==> src/rtl/mul_pkg.sv <==
// Shared types for the sequential multiplier and the divider wrapper.
// Build option: MUL_SIGNED_EN selects two's-complement operands in mul_seq.
package mul_pkg;

  typedef enum logic [1:0] {IDLE, RUN, DONE} mul_state_t;

  typedef struct packed {
    logic c;
    logic n;
    logic v;
    logic z;
  } mul_flags_t;

endpackage

==> src/rtl/mul_step.sv <==
// One shift-and-add iteration: conditional add of mcand into acc, then
// {carry,acc,mplr} shifted right by one so no carry bit is lost.
module mul_step #(
  parameter int M = 4
) (
  input  logic [M-1:0] acc,
  input  logic [M-1:0] mplr,
  input  logic [M-1:0] mcand,
  output logic [M-1:0] acc_nx,
  output logic [M-1:0] mplr_nx
);

  logic [M:0] sum;

  always_comb begin
    sum     = {1'b0, acc} + (mplr[0] ? {1'b0, mcand} : '0);
    acc_nx  = sum[M:1];
    mplr_nx = {sum[0], mplr[M-1:1]};
  end

endmodule

==> src/rtl/mul_seq.sv <==
// Iterative M x M -> 2M multiplier behind a start/busy/done handshake.
// Build option: define MUL_SIGNED_EN for two's-complement operands.
module mul_seq
  import mul_pkg::*;
#(
  parameter int M = 4
) (
  input  logic           clk,
  input  logic           rst,
  input  logic           start,
  input  logic [M-1:0]   A,
  input  logic [M-1:0]   B,
  output logic           busy,
  output logic           done,
  output logic [2*M-1:0] P,
  output logic           C,
  output logic           N,
  output logic           V,
  output logic           Z
);

  localparam int CW = $clog2(M);

  mul_state_t      state;
  logic [M-1:0]    mcand, mplr, acc;
  logic [CW-1:0]   cnt;
  logic [M-1:0]    acc_nx, mplr_nx;
  logic [M-1:0]    a_in, b_in;
  logic [2*M-1:0]  mag, res;
  mul_flags_t      flg, flg_nx;

  mul_step #(.M(M)) u_step (
    .acc     (acc),
    .mplr    (mplr),
    .mcand   (mcand),
    .acc_nx  (acc_nx),
    .mplr_nx (mplr_nx)
  );

`ifdef MUL_SIGNED_EN
  logic sgn;

  // Magnitudes stay M-bit unsigned so -2^(M-1) maps cleanly to 2^(M-1).
  always_comb begin
    a_in = A[M-1] ? -A : A;
    b_in = B[M-1] ? -B : B;
  end
`else
  always_comb begin
    a_in = A;
    b_in = B;
  end
`endif

  always_comb begin
    mag    = {acc_nx, mplr_nx};
    flg_nx = '0;
`ifdef MUL_SIGNED_EN
    res      = sgn ? -mag : mag;
    flg_nx.v = ~((&res[2*M-1:M-1]) | ~(|res[2*M-1:M-1]));
`else
    res      = mag;
    flg_nx.v = |res[2*M-1:M];
`endif
    flg_nx.c = |res[2*M-1:M];
    flg_nx.n = res[2*M-1];
    flg_nx.z = ~|res;
  end

  always_ff @(posedge clk or posedge rst) begin
    if (rst) begin
      state <= IDLE;
      busy  <= 1'b0;
      done  <= 1'b0;
      P     <= '0;
      flg   <= '0;
      mcand <= '0;
      mplr  <= '0;
      acc   <= '0;
      cnt   <= '0;
`ifdef MUL_SIGNED_EN
      sgn   <= 1'b0;
`endif
    end else begin
      case (state)
        IDLE, DONE: begin
          // The DONE cycle doubles as an accept slot, so a held start chains ops.
          done <= 1'b0;
          if (start) begin
            mcand <= a_in;
            mplr  <= b_in;
            acc   <= '0;
            cnt   <= CW'(M-1);
            busy  <= 1'b1;
            state <= RUN;
`ifdef MUL_SIGNED_EN
            sgn   <= A[M-1] ^ B[M-1];
`endif
          end else begin
            state <= IDLE;
          end
        end
        RUN: begin
          acc  <= acc_nx;
          mplr <= mplr_nx;
          cnt  <= cnt - 1'b1;
          if (cnt == '0) begin
            P     <= res;
            flg   <= flg_nx;
            busy  <= 1'b0;
            done  <= 1'b1;
            state <= DONE;
          end
        end
        default: state <= IDLE;
      endcase
    end
  end

  assign C = flg.c;
  assign N = flg.n;
  assign V = flg.v;
  assign Z = flg.z;

endmodule
==> config.mk <==
export PLATFORM = sky130hd
export DESIGN_NAME = mul_seq
export DESIGN_NICKNAME = d
export VERILOG_FILES = /design/src/rtl/mul_pkg.sv /design/src/rtl/mul_step.sv /design/src/rtl/mul_seq.sv
export SDC_FILE = /design/constraint.sdc
export NUM_CORES = 1
export LEC_CHECK = 0
export BUFFER_PORTS_ARGS = -buffer_cell sky130_fd_sc_hd__buf_2
export CAP_MARGIN = 20
export CORE_MARGIN = 5
export CORE_UTILIZATION = 54
export CTS_BUF_LIST = sky130_fd_sc_hd__clkbuf_16
export DETAILED_ROUTE_END_ITERATION = 7
export GPL_ROUTABILITY_DRIVEN = 0
export PLACE_DENSITY = 0.78
export SETUP_SLACK_MARGIN = 0.15
export SYNTH_ARGS = -nofsm -noshare
export SYNTH_HDL_FRONTEND = slang
export SYNTH_SLANG_ARGS = --single-unit
export TNS_END_PERCENT = 30
==> constraint.sdc <==
create_clock -name clk -period 2.5 [get_ports clk]
set_input_delay 0.375 -clock clk [delete_from_list [all_inputs] [get_ports clk]]
set_output_delay 0.375 -clock clk [all_outputs]
set_load 0.01 [all_outputs]
==> run summary, run 1 <==
max-cap check violation count - 0
crit end category - flop
Longest Clk Path Bufs - 2
Final Cycle Share - 80.3%
TritonCTS clock tree - yes
Lkg Pwr - 0.000790 uW
R2R depth - 7
fin cells - 185
RSZ-0062 raised after global routing - no
DR vias - 1017
die area - 0.00370 mm2
Overflow after GRT - 0
R2R Path Start - mplr[0]$_DFFE_PP0P_
setup slack, reg-to-reg - 490 ps
first-pass GRT wire length - 4.91 mm
largest net degree at the start of global routing - 29
Synth Warn # - 0
Hold Buf Count CTS - 0
total wire length - 2.72 mm
hpwl dp - 1.91 mm
Distinct cells, synth - 31
# port buffers - 24
placed cells - 182
H-tree Lvls - 1
number of global-route vias before repair - 1053
Setup Buffers After CTS - 0
CP delay by family, top - adder cells
Via density - 5.50
chip height - 60.8 um
critical path class - flop to flop
fillers - 205
Mapped Cells - 135
most common cell after layout, fill and taps aside - dfrtp_1
share of layout cells above drive strength 1 - 20.6%
Area Overhead vs Synth - 13.9%
Core Util, Final - 64.1%
CP Cell Sequence - and2_1 -> ha_1 -> fa_1 -> a21o_1 -> a21oi_1 -> a21oi_1 -> a21o_1
Die Wd - 60.8 um
Clk pin slew, worst setup/hold paths - 70 ps
Peak VDD IR - 838 uV
final worst path period need - 2010 ps
Antenna Cells - 0
Cell Rows - 18
drt initial violations - 27
post-synthesis cell area - 0.00140 mm2
FF+latch count, synth - 28
DR WL/cell - 14.7 um
HP Class - primary input to asynchronous set/reset pin
fmax - 498 MHz
Worst Path Arrival - 2160 ps
Routed Antenna Nets - 0
Worst R2R End - acc[3]$_DFFE_PP0P_
Pins Over Slew Limit - 0
Post-Route Setup TNS - 0 ps
status - finished, final reports clean
worst-margin pin slew - 695 ps
Clock Latency Late Sink - 260 ps
syn avg cell area - 10.3 um2
GRT Total Usage - 18.0%
Worst Path Required - 2650 ps
Initial Utilization - 56.3%
Max stage delay cell, worst path - fa_1
Core Box Area - 0.00248 mm2
cts repair resizes - 0
worst-path fanout max - 6
TritonRoute pass-1 iters - 4
I/O pin count - 25
initial antenna violation count - 0
Num CTS Buffers - 3
Seq/Total Area, Yosys - 50.2%
Max-slew headroom - 53.7%
Net Count, Synth - 152
drt drc - 0
most frequent cells in the layout - dfrtp_1, buf_2, nand2_1, a21oi_1
clk root buf - clkbuf_16
Worst path max stage delay - 440 ps
CP startpoint kind - flop
PwrDens - 1330 mW/mm2
# clock sinks - 28
# setup viols final - 0
Buf/Inv on CP - 0
Setup Skew - 4.72 ps
final hold violation count - 0
nets@finish - 174
worst min-delay path: stages:
cell	delay, ps
buf_2	90
inv_1	40
buf_4	320
through the flow:
| step | area, um2 | setup slack (ps) | hold slack (ps) | power (uW) |
|---|---|---|---|---|
| 2_1_floorplan | 1400 | 670 | 440 | 1530 |
| 3_3_place_gp | 1510 | 608 | 449 | 1720 |
| 3_5_place_dp | 1510 | 525 | 455 | 1770 |
| 4_1_cts | 1590 | 506 | 181 | 2140 |
| 5_1_grt | 1590 | 344 | 207 | 2320 |
| 6_report | 1590 | 493 | 167 | 2120 |
sequential cells by signal, summed over array words and instances, names as in the netlist:
name / flops
N: 1
done: 1
mplr: 4
acc: 4
state: 2
P: 7
cnt: 2
V: 1
Z: 1
mcand: 4
busy: 1
cell usage after synthesis:
cell type  number  area share, %
mux2_2          1           0.81
dfrtp_1        28             50
xor2_1          1           0.63
a31oi_1         2           0.90
nor3b_1         1           0.54
nor2_1          3           0.81
o21bai_1        1           0.54
inv_2           2           0.54
o21ai_0         4            1.4
o21ai_1         3            1.1
or4_1           1           0.54
nand3_4         1            1.3
buf_2           4            1.4
a31o_1          1           0.63
clkbuf_1        1           0.27
a21oi_1         9            3.2
nor3_1          3            1.1
inv_1           4            1.1
nand2b_1        3            1.3
mux2i_1         4            2.9
and2_1          5            2.2
a21o_1          4            2.2
buf_4           3            1.6
nor2b_1         5            2.2
a211oi_1        5            2.7
fa_1            1            1.4
ha_1            5            4.5
nand2_1        22            5.9
a32o_1          1           0.72
xnor2_1         2            1.3
mux2_1          5            4.0
report_power, final:
part	switching, uW	internal [uW]
Clock	142	212
Sequential	195	654
Combinational	484	433
cells by family (layout without fill, tap and decap cells):
family / count (synthesis) / count (layout) / share of synthesized area (%)
mux: 10 / 10 / 7.71
compound gates: 30 / 30 / 13.4
buf+inv: 14 / 34 / 4.93
flops: 28 / 28 / 50.2
xor+xnor: 3 / 3 / 1.88
fa+ha+maj: 6 / 6 / 5.92
simple gates: 44 / 44 / 16.0
worst max-delay path by stage:
stage	slack, ps	endpoint	cells after the start	from
2_1_floorplan	670	Z$_DFFE_PP0P_	7	mplr[0]$_DFFE_PP0P_
3_5_place_dp	530	Z$_DFFE_PP0P_	7	mplr[0]$_DFFE_PP0P_
3_3_place_gp	610	Z$_DFFE_PP0P_	7	mplr[0]$_DFFE_PP0P_
4_1_cts	510	Z$_DFFE_PP0P_	7	mplr[0]$_DFFE_PP0P_
6_report	490	acc[3]$_DFFE_PP0P_	7	mplr[0]$_DFFE_PP0P_
5_1_grt	340	Z$_DFFE_PP0P_	7	mplr[0]$_DFFE_PP0P_
metal layers:
layer / track usage, % / up-vias / wire [um]
met2: 29.0 / 23 / 1390
li1: - / 502 / -
met3: 2.98 / 6 / 102
met4: 8.98 / 0 / 48
met1: 23.4 / 486 / 1190
met5: 0 / - / 0
layout make-up:
class | count | area, um2 | area share, %
timing repair buffer | 25 | 128 | 8.03
tap | 30 | 37.5 | 2.36
sequential | 28 | 701 | 44.1
inverter | 6 | 22.5 | 1.42
clock buffer | 3 | 75.1 | 4.72
multi-input combinational | 93 | 626 | 39.4
No activity file was read; power rests on OpenSTA's default activity.
==> run 2: changes to the inputs <==
==> constraint.sdc (replaced) <==
create_clock -name clk -period 2.09 [get_ports clk]
set_input_delay 0.3135 -clock clk [delete_from_list [all_inputs] [get_ports clk]]
set_output_delay 0.3135 -clock clk [all_outputs]
set_load 0.01 [all_outputs]
==> run 2 against run 1 <==
Effect of this change:
- sequential cell count did not move
- cell area up 5.7%
- global-route usage grew 0.37 points
- worst hold slack got worse by 53 ps
- die area is the same
- fmax up 7.9%
==> run summary, run 2 (same netlist as run 1, synthesis figures left out) <==
crit end category - flop
Top Usage Layer GRT - met2
GRT Total Usage - 18.4%
worst-margin pin slew - 468 ps
final worst path period need - 1860 ps
share of layout cells above drive strength 1 - 29.6%
Area Overhead vs Synth - 20.4%
Worst Path Required - 2230 ps
status - finished, final reports clean
Final WS setup - 230 ps
Core Box Area - 0.00248 mm2
Largest Register - P
RSZ-0062 raised after global routing - no
Overflow after GRT - 0
Cell Rows - 18
H-tree Lvls - 1
initial antenna violation count - 0
Clock Latency Late Sink - 260 ps
fin cells - 189
Initial Utilization - 56.3%
fillers - 193
DR vias - 1059
final hold slack - 114 ps
placed cells - 183
Buf/Inv on CP - 3
# port buffers - 24
HP Class - primary input to asynchronous set/reset pin
most frequent cells in the layout - dfrtp_1, buf_2, nand2_1, a21oi_1
Worst Path Arrival - 2000 ps
critical path class - flop to flop
Lkg Pwr - 0.000815 uW
pre-CTS setup slack - 132 ps
Die Wd - 60.8 um
max FFs per register - 7
fmax - 538 MHz
hpwl dp - 1.94 mm
number of global-route vias before repair - 1119
Worst path max stage delay - 400 ps
Max-slew headroom - 68.7%
drt initial violations - 27
DR WL/cell - 15.6 um
CP startpoint kind - flop
Peak VDD IR - 1180 uV
Pins Over Slew Limit - 0
largest net degree at the start of global routing - 29
die area - 0.00370 mm2
M2 GR Usage - 31.1%
worst-path fanout max - 4
clk root buf - clkbuf_16
nets@finish - 178
CP Cell Sequence - buf_4 -> buf_4 -> and2_1 -> ha_4 -> inv_1 -> a31oi_1 -> nor3_2 -> a32o_1
met1 Usage GRT - 22.6%
# setup viols final - 0
PwrDens - 1660 mW/mm2
Antenna Cells - 0
most common cell after layout, fill and taps aside - dfrtp_1
chip height - 60.8 um
first-pass GRT wire length - 5.00 mm
R2R depth - 8
Stages on worst setup path - 8
final hold violation count - 0
TritonCTS clock tree - yes
Num CTS Buffers - 3
Longest Clk Path Bufs - 2
Via density - 5.60
Setup Skew - 6.07 ps
I/O pin count - 25
TritonRoute pass-1 iters - 4
met3 usage - 3.40%
Routed Antenna Nets - 0
storage element area - 701 um2
# clock sinks - 28
crit-path most repeated cell - buf_4
Max stage delay cell, worst path - dfrtp_1
area of the multi-input gates - 686 um2
CP delay by family, top - compound AO/OA/AOI/OAI gates
total wire length - 2.95 mm
drt drc - 0
Final Cycle Share - 89.0%
Clk pin slew, worst setup/hold paths - 70 ps
Post-Route Setup TNS - 0 ps
max-cap check violation count - 0
-- run 2: cell count changes in the layout (fill, tap and decap cells not counted), sizes merged --
cell  change
buf       +4
-- run 2: power breakdown --
group | leakage [uW] | internal [uW] | total (uW) | switching [uW]
sequential | 0.000342 | 783 | 965 | 182
combinational | 0.000436 | 675 | 1400 | 725
clock | 0.0000370 | 254 | 425 | 171
total | 0.000815 | 1710 | 2790 | 1080
-- run 2: final timing paths --
kind	from	to	slack [ps]
min in group clk	A[1]	mcand[1]$_DFFE_PP0P_	270
worst max register to register	mplr[0]$_DFFE_PP0P_	Z$_DFFE_PP0P_	230
worst min register to register	busy$_DFFE_PP0P_	busy$_DFFE_PP0P_	470
worst max-delay path	mplr[0]$_DFFE_PP0P_	Z$_DFFE_PP0P_	230
max in group asynchronous	rst	P[5]$_DFFE_PP0P_	1710
worst min-delay path	rst	acc[0]$_DFFE_PP0P_	110
-- run 2: through the flow --
| step | instance area [um2] | util (%) | power (uW) |
|---|---|---|---|
| after floorplan | 1400 | - | 1830 |
| after global placement | 1520 | 61.4 | 2080 |
| after detailed placement | 1520 | 61.4 | 2140 |
| after CTS | 1620 | 65.4 | 2630 |
| after global routing | 1680 | 67.8 | 3020 |
| final | 1680 | 67.8 | 2790 |
-- run 2: metal layers --
layer  share of wire [%]  up-vias
li1                    -      511
met1                  43      526
met2                  51       18
met3                 4.1        4
met4                 1.6        0
met5                   0        -
-- run 2: timing repair --
item,in CTS,in global routing
setup endpoints to repair,3,6
hold buffers,0,0
pin swaps,3,5
setup buffers,2,1
gates resized for setup,2,10
endpoints found under the hold margin,0,0
-- run 2: worst min-delay path, cell delays in order --
cell   delay [ps]
buf_2          90
inv_1          40
buf_4         330
-- run 2: layout make-up --
| type | instances | area share, % |
|---|---|---|
| Clock buffer | 3 | 4.47 |
| Inverter | 6 | 1.34 |
| Multi-Input combinational cell | 93 | 40.8 |
| Sequential cell | 28 | 41.7 |
| Tap cell | 30 | 2.24 |
| Timing Repair Buffer | 29 | 9.39 |
==> run 3: changes to the inputs <==
--- a/config.mk
+++ b/config.mk
@@ -5,6 +5,7 @@
 export SDC_FILE = /design/constraint.sdc
 export NUM_CORES = 1
 export LEC_CHECK = 0
+export ABC_AREA = 1
 export BUFFER_PORTS_ARGS = -buffer_cell sky130_fd_sc_hd__buf_2
 export CAP_MARGIN = 20
 export CORE_MARGIN = 5
==> run 3 against run 2 <==
Effect of this change:
- clock-buffer cell count is the same
- setup slack better by 100 ps
- routed wire length fell by 9.6%
- highest routed layer unchanged
- largest power group unchanged
- total power decreased by 9.1%
- combinational power down 15%
- worst hold slack got worse by 9.7 ps
- critical path type unchanged
- cell area shrank 6.6%
- critical endpoint is now V$_DFFE_PP0P_
==> run summary, run 3 <==
status - finished, final reports clean
pre-CTS setup slack - 256 ps
Final WS setup - 333 ps
final hold violation count - 0
most common cell after layout, fill and taps aside - nand2_1
Clock Latency Late Sink - 260 ps
nets@finish - 193
Async S/R FF share, synth - 100%
Via density - 5.20
Longest Clk Path Bufs - 2
Yosys top cell area share - 51.7%
max-cap check violation count - 0
Cell Rows - 18
M1 WL - 1.09 mm
CP startpoint kind - flop
Max-slew headroom - 76.7%
fillers - 201
# port buffers - 24
max FFs per register - 7
Pins Over Slew Limit - 0
Seq/Total Area, Yosys - 51.7%
Post-Route Setup TNS - 0 ps
fmax - 569 MHz
Synth Warn # - 0
Worst R2R End - V$_DFFE_PP0P_
FF+latch count, synth - 28
critical path class - flop to flop
worst-margin pin slew - 350 ps
Num CTS Buffers - 3
Routed Antenna Nets - 0
HP Class - primary input to asynchronous set/reset pin
Area Overhead vs Synth - 15.7%
largest net degree at the start of global routing - 29
Clk pin slew, worst setup/hold paths - 60 ps
TritonRoute pass-1 iters - 4
Post-synth top cells - nand2_1, dfrtp_1, inv_1
DR vias - 1061
top-count cell post-synth - nand2_1
Worst Path Arrival - 1910 ps
worst-path fanout max - 5
die area - 0.00361 mm2
setup slack, reg-to-reg - 330 ps
# clock sinks - 28
# setup viols final - 0
Net Count, Synth - 167
Distinct cells, synth - 21
Setup Skew - 3.38 ps
Die Wd - 60.1 um
hpwl dp - 1.98 mm
chip height - 60.1 um
first-pass GRT wire length - 4.74 mm
Antenna Cells - 0
PwrDens - 1620 mW/mm2
Overflow after GRT - 0
Most used DFF post-synth - dfrtp_1
Initial Utilization - 55.8%
top cell type by total area after synthesis - dfrtp_1
Peak VDD IR - 1040 uV
initial antenna violation count - 0
metal3 WL - 166 um
post-synthesis cell area - 0.00136 mm2
I/O pin count - 25
share of layout cells above drive strength 1 - 26.4%
Mapped Cells - 150
Final Cycle Share - 84.1%
DR WL/cell - 13.1 um
EDFF count, synth - 0
final worst path period need - 1760 ps
met2 routed WL - 1.34 mm
drt drc - 0
R2R depth - 12
R2R Path Start - mplr[0]$_DFFE_PP0P_
Max Used Layer - met4
number of global-route vias before repair - 1107
crit end category - flop
total wire length - 2.67 mm
GRT Total Usage - 17.5%
most frequent cells in the layout - nand2_1, dfrtp_1, buf_2, inv_1
Worst Path Required - 2250 ps
syn avg cell area - 9.04 um2
Core Box Area - 0.00243 mm2
drt initial violations - 37
RSZ-0062 raised after global routing - no
TritonCTS clock tree - yes
Area contributors post-synth - dfrtp_1, nand2_1, inv_1, ha_1, o21ai_2
clk root buf - clkbuf_16
Lkg Pwr - 0.000894 uW
Largest Register - P
H-tree Lvls - 1
==> run 3: cell families (layout without fill, tap and decap cells) <==
family          after synthesis  after routing  synth area share [%]
compound gates               22             22                  11.0
flops                        28             28                  51.7
fa+ha+maj                     6              6                  6.09
buf+inv                      26             50                  9.59
simple gates                 68             68                  21.7
==> run 3: cell type report <==
cell class / count / area (um2) / area share [%]
clock buffer: 3 / 75.1 / 4.78
timing repair buffer: 25 / 128 / 8.13
multi-input combinational: 96 / 536 / 34.1
sequential: 28 / 701 / 44.7
inverter: 22 / 92.6 / 5.90
tap: 30 / 37.5 / 2.39
==> run 3: critical path: stages (launching register included) <==
cell and delay, ps:
dfrtp_1 420, nand2_1 70, inv_1 40, ha_2 190, fa_2 380, inv_1 60
nand2_1 60, nand2_2 80, nand2_1 70, nor2_2 100, nand2_1 70, nand2_1 60
nand2_1 40
==> run 3: what timing repair did <==
action / CTS / global route
hold buffers: 0 / 0
resized for setup: 0 / 4
endpoints found under the setup margin: 0 / 2
buffers inserted: 0 / 0
==> run 3: worst max path at each step <==
| stage | startpoint | endpoint | slack [ps] |
|---|---|---|---|
| floorplan | mplr[0]$_DFFE_PP0P_ | V$_DFFE_PP0P_ | 400 |
| CTS | mplr[0]$_DFFE_PP0P_ | V$_DFFE_PP0P_ | 230 |
| global route | mplr[0]$_DFFE_PP0P_ | V$_DFFE_PP0P_ | 140 |
| global placement | mplr[0]$_DFFE_PP0P_ | V$_DFFE_PP0P_ | 330 |
| finish | mplr[0]$_DFFE_PP0P_ | V$_DFFE_PP0P_ | 330 |
| detailed placement | mplr[0]$_DFFE_PP0P_ | V$_DFFE_PP0P_ | 260 |
==> run 3: stage by stage <==
step / hold slack, ps / util, % / total power [uW] / std cells / area, um2
2_1_floorplan: 379 / - / 1800 / 150 / 1360
3_3_place_gp: 388 / 61.0 / 2030 / 201 / 1480
3_5_place_dp: 390 / 61.0 / 2100 / 201 / 1480
4_1_cts: 114 / 64.1 / 2530 / 204 / 1560
5_1_grt: 150 / 64.5 / 2760 / 204 / 1570
6_report: 105 / 64.5 / 2540 / 204 / 1570
==> run 3: routing by layer <==
metal,track usage [%],vias to the layer above
met4,7.28,0
met1,21.2,504
met2,30.4,29
li1,-,521
met5,0,-
met3,2.81,7
==> run 3: power by group <==
part	internal, uW	switching, uW
Combinational	418	767
Sequential	779	146
Clock	254	172
Total	1450	1090
